**src/rtl/leftshift_iter.sv**
```systemverilog
// Iterative logical left shifter: one power-of-two stage per cycle (MSB stage first) into a registered accumulator.
// Optional signed-overflow flag enabled by defining LSHIFT_OVF_EN.
module leftshift_iter #(
  parameter int WIDTH   = 32,
  parameter int SHAMT_W = 5
) (
  input  logic               clock,
  input  logic               reset,
  input  logic               in_valid,
  output logic               in_ready,
  input  logic [WIDTH-1:0]   data_operand,
  input  logic [SHAMT_W-1:0] shamt,
  output logic               out_valid,
  input  logic               out_ready,
  output logic [WIDTH-1:0]   data_result,
`ifdef LSHIFT_OVF_EN
  output logic               ovf,
`endif
  output logic               busy
);

  // state | meaning
  // IDLE  | waiting for an operation, in_ready=1
  // SHIFT | applying stage cnt_q (SHAMT_W-1 down to 0), one per cycle
  // DONE  | result presented, waiting for out_ready
  typedef enum logic [1:0] {IDLE, SHIFT, DONE} state_t;

  localparam int CNT_W = (SHAMT_W > 1) ? $clog2(SHAMT_W) : 1;
  localparam logic [CNT_W-1:0] CNT_TOP = CNT_W'(SHAMT_W - 1);

  state_t             state_q, state_d;
  logic [WIDTH-1:0]   acc_q, acc_d;
  logic [SHAMT_W-1:0] shamt_q, shamt_d;
  logic [CNT_W-1:0]   cnt_q, cnt_d;
  logic [WIDTH-1:0]   stage_shifted;
  int unsigned        stage_amt;

  always_comb begin
    stage_amt     = 32'd1 << cnt_q;
    stage_shifted = acc_q << stage_amt;
  end

`ifdef LSHIFT_OVF_EN
  logic ovf_q, ovf_d;
  logic stage_ovf;

  // Shifting back arithmetically recovers the input only if the dropped bits and new MSB all match the old MSB.
  always_comb begin
    stage_ovf = (($signed(stage_shifted) >>> stage_amt) != $signed(acc_q));
  end
`endif

  always_comb begin
    state_d = state_q;
    acc_d   = acc_q;
    shamt_d = shamt_q;
    cnt_d   = cnt_q;
`ifdef LSHIFT_OVF_EN
    ovf_d   = ovf_q;
`endif
    case (state_q)
      IDLE: begin
        if (in_valid) begin
          acc_d   = data_operand;
          shamt_d = shamt;
          cnt_d   = CNT_TOP;
          state_d = SHIFT;
`ifdef LSHIFT_OVF_EN
          ovf_d   = 1'b0;
`endif
        end
      end
      SHIFT: begin
        if (shamt_q[cnt_q]) begin
          acc_d = stage_shifted;
`ifdef LSHIFT_OVF_EN
          ovf_d = ovf_q | stage_ovf;
`endif
        end
        if (cnt_q == '0) begin
          state_d = DONE;
        end else begin
          cnt_d = cnt_q - 1'b1;
        end
      end
      DONE: begin
        if (out_ready) state_d = IDLE;
      end
      default: state_d = IDLE;
    endcase
  end

  always_ff @(posedge clock or posedge reset) begin
    if (reset) begin
      state_q <= IDLE;
      acc_q   <= '0;
      shamt_q <= '0;
      cnt_q   <= CNT_TOP;
`ifdef LSHIFT_OVF_EN
      ovf_q   <= 1'b0;
`endif
    end else begin
      state_q <= state_d;
      acc_q   <= acc_d;
      shamt_q <= shamt_d;
      cnt_q   <= cnt_d;
`ifdef LSHIFT_OVF_EN
      ovf_q   <= ovf_d;
`endif
    end
  end

  assign in_ready    = (state_q == IDLE);
  assign out_valid   = (state_q == DONE);
  assign busy        = (state_q == SHIFT) || (state_q == DONE);
  assign data_result = acc_q;
`ifdef LSHIFT_OVF_EN
  assign ovf         = ovf_q;
`endif

endmodule

```
**config.mk**
```make
export PLATFORM = sky130hd
export DESIGN_NAME = leftshift_iter
export DESIGN_NICKNAME = d
export VERILOG_FILES = /design/src/rtl/leftshift_iter.sv
export SDC_FILE = /design/constraint.sdc
export NUM_CORES = 1
export LEC_CHECK = 0
export CORE_UTILIZATION = 59
export CTS_BUF_LIST = sky130_fd_sc_hd__clkbuf_4 sky130_fd_sc_hd__clkbuf_8 sky130_fd_sc_hd__clkbuf_16
export DETAILED_ROUTE_END_ITERATION = 6
export GPL_TIMING_DRIVEN = 1
export PLACE_DENSITY = 0.87
export SLEW_MARGIN = 0
export SYNTH_ARGS = -nofsm -noshare
export SYNTH_HDL_FRONTEND = slang
export SYNTH_SLANG_ARGS = --single-unit
```
**constraint.sdc**
```tcl
create_clock -name clock -period 3.65 [get_ports clock]
set_clock_uncertainty 0.2 [all_clocks]
set_input_delay 0.5475 -clock clock [delete_from_list [all_inputs] [get_ports clock]]
set_output_delay 0.5475 -clock clock [all_outputs]
set_load 0.005 [all_outputs]
```
==> metrics <==
Ys Warns 0; fillcell total 541; DRT Pass-1 Iters 5; worst-path maximum fanout 24; grt total ovfl 0; Avg Cell Area, Syn 8.639 µm²; routed length per instance 25.18 µm; Core Region 7331 µm²; first-pass GRT wire length 25.27 mm; unrepaired setup endpoints after global routing no; full die area 8043 µm²; Hold Vio Cnt, Final 0; Resize count post-CTS 0; crit path kind reg2reg; Static Leak 2.029 nW; Clock transition at path regs 0.09 ns; worst slack, placed 0.3878 ns; Hold EP shamt_q[0]$_DFFE_PP0P_; Final period util 0.8676; Worst-Skew Late Latency 0.31 ns; HPWL Detailed 11.97 mm; Initial Util 0.6187; hold path depth 1; number of I/O pins 76; Synth top area share 0.2262; Final Worst Setup Slack 0.4833 ns; post-CTS setup buffer count 0; Syn Inst Count 525; Die Y 89.68 µm; Hold Path Class reg2reg; H-tree depth 2; slew at the pin closest to its max-slew limit 1.169 ns; clock buffer count from CTS 5; Slew headroom 0.2198; PortBufs 75; vias 5,052; PwrDens 1172 nW/µm²; CTS tree built; Netlist cell types 69; fin crit period 3.167 ns; maximum clock path buffer count 2; maxcap violations 0; share of post-route cells with drive strength above 1 0.1540; std cell rows 31; Final Slew Violations 0; # setup viols final 0; net count after synthesis 574; Via density 7.462; clk root buf clkbuf_8; predominant post-synthesis flop cell dfrtp_1; initial DRC count 884; n_diodes 0; routability cong. 1.026; hold buffers post-CTS 0; Syn Std Cell Area 4536 µm²; WP data required 3.64 ns; drt drc 0; top cells by area, synth dfrtp_1, mux4_2, a21oi_1, mux2_2, nand2_1; Routed Antenna Nets 0; CP endpoint kind flip-flop; EDFF count, synth 0; Peak Freq 315.8 MHz; clk sink count 42; worst path arrival time 3.15 ns; initial antenna violation count 0; Layout area overhead 18.65%; Global Route Usage Sum 0.4343; Worst setup SP type flip-flop; top-count cell post-synth a21oi_1; Async SR Flop Fraction 1.000; Fin Setup TNS 0 ns; Reg-to-Reg End data_result[22]$_DFFE_PP0P_; die width 89.68 µm; list of most frequent post-synthesis cells a21oi_1, nand2_1, dfrtp_1, nor2_1, o21ai_0; hold_sp shamt_q[0]$_DFFE_PP0P_; IR drop worst, VDD 913.6 µV; Register-to-Register Setup Slack 0.48 ns; largest net degree at the start of global routing 37; number of global-route vias before repair 4,560; R2R Path Start state_q[1]$_DFFE_PP0P_; net count reported at finish 626; Seq cells post-synth 42; sequential area share after synthesis 0.2320; outcome completed; DRT Wirelength 17.05 mm; Synth area leader dfrtp_1; reg2reg path depth 6
-- cells by family after synthesis --
family / Yosys count / synth area share
compound gates: 202 / 0.3029
fa+ha+maj: 8 / 0.02207
buf+inv: 80 / 0.09490
flops: 42 / 0.2320
mux: 54 / 0.1939
simple gates: 139 / 0.1542
-- placed cells by master, fill, tap and decap left out, types with 4 or more instances in the layout --
cell / instances
a211oi_1: 9
nor2_1: 32
mux2i_1: 11
dfrtp_1: 41
nand2b_1: 10
a32oi_1: 9
mux4_2: 24
a22o_1: 4
a21oi_1: 60
o32ai_1: 9
clkdlybuf4s50_1: 75
a22oi_1: 4
a31oi_1: 6
mux2_2: 17
inv_1: 21
o211ai_1: 5
nor3_1: 10
nand3_1: 7
nand2_1: 42
o22ai_1: 8
a221oi_1: 5
o2bb2ai_1: 4
a21o_1: 7
o21ai_0: 30
nor3b_1: 9
ha_1: 6
o31ai_1: 6
clkbuf_8: 5
nor2b_1: 13
buf_4: 29
-- layout make-up --
cell class              instances  area [µm²]  area share
clock buffers                   5       68.82     0.01279
clock inverters                 3       21.27    0.003953
inverters                      21       78.83     0.01465
multi-input cells             403        3068      0.5701
flip-flops and latches         42        1052      0.1955
well taps                      99       123.9     0.02302
repair buffers                104       968.4      0.1800
-- worst max path at each step --
| stage | from | end | slack, ns |
|---|---|---|---|
| global placement | in_valid | data_result[21]$_DFFE_PP0P_ | 0.54 |
| detailed placement | in_valid | data_result[22]$_DFFE_PP0P_ | 0.39 |
| finish | state_q[1]$_DFFE_PP0P_ | data_result[22]$_DFFE_PP0P_ | 0.48 |
| global route | state_q[1]$_DFFE_PP0P_ | data_result[22]$_DFFE_PP0P_ | 0.29 |
| CTS | cnt_q[0]$_DFFE_PP0P_ | data_result[30]$_DFFE_PP0P_ | 0.56 |
| floorplan | cnt_q[0]$_DFFE_PP0P_ | data_result[27]$_DFFE_PP0P_ | 1.19 |
-- sequential cells by signal (all words and copies together) (netlist names) --
register,cells
state_q,2
shamt_q,5
cnt_q,3
data_result,32
-- metrics by stage --
step | total power (W) | cell area (µm²) | cells | hold WS (ns) | util
after global placement | 0.005669 | 5291 | 669 | 0.2877 | 0.7218
after detailed placement | 0.005756 | 5291 | 669 | 0.3028 | 0.7218
after CTS | 0.006092 | 5381 | 677 | 0.3250 | 0.7341
after floorplan | 0.004356 | 4536 | 525 | 0.2714 | -
after global routing | 0.006607 | 5381 | 677 | 0.3337 | 0.7341
final | 0.006307 | 5381 | 677 | 0.3247 | 0.7341
-- worst max-delay path, cell delays in order (launching register included) --
cell      delay [ns]
dfrtp_1         0.41
inv_1           0.09
ha_1            0.44
o21ai_0         0.23
nor2_2          0.92
nand2_1         0.33
o311ai_0        0.44
-- layer usage --
metal	vias up	track usage	share of wire
li1	2114	-	-
met1	2341	0.5753	0.36
met2	495	0.6302	0.43
met3	102	0.1444	0.15
met4	0	0.2280	0.056
met5	-	0	0
-- power breakdown --
group / switching, W / total [W] / internal [W]
Clock: 0.000192 / 0.000327 / 0.000135
Sequential: 0.000561 / 0.00127 / 0.000712
Combinational: 0.00260 / 0.00471 / 0.00211
No activity file was read; power rests on OpenSTA's default activity.
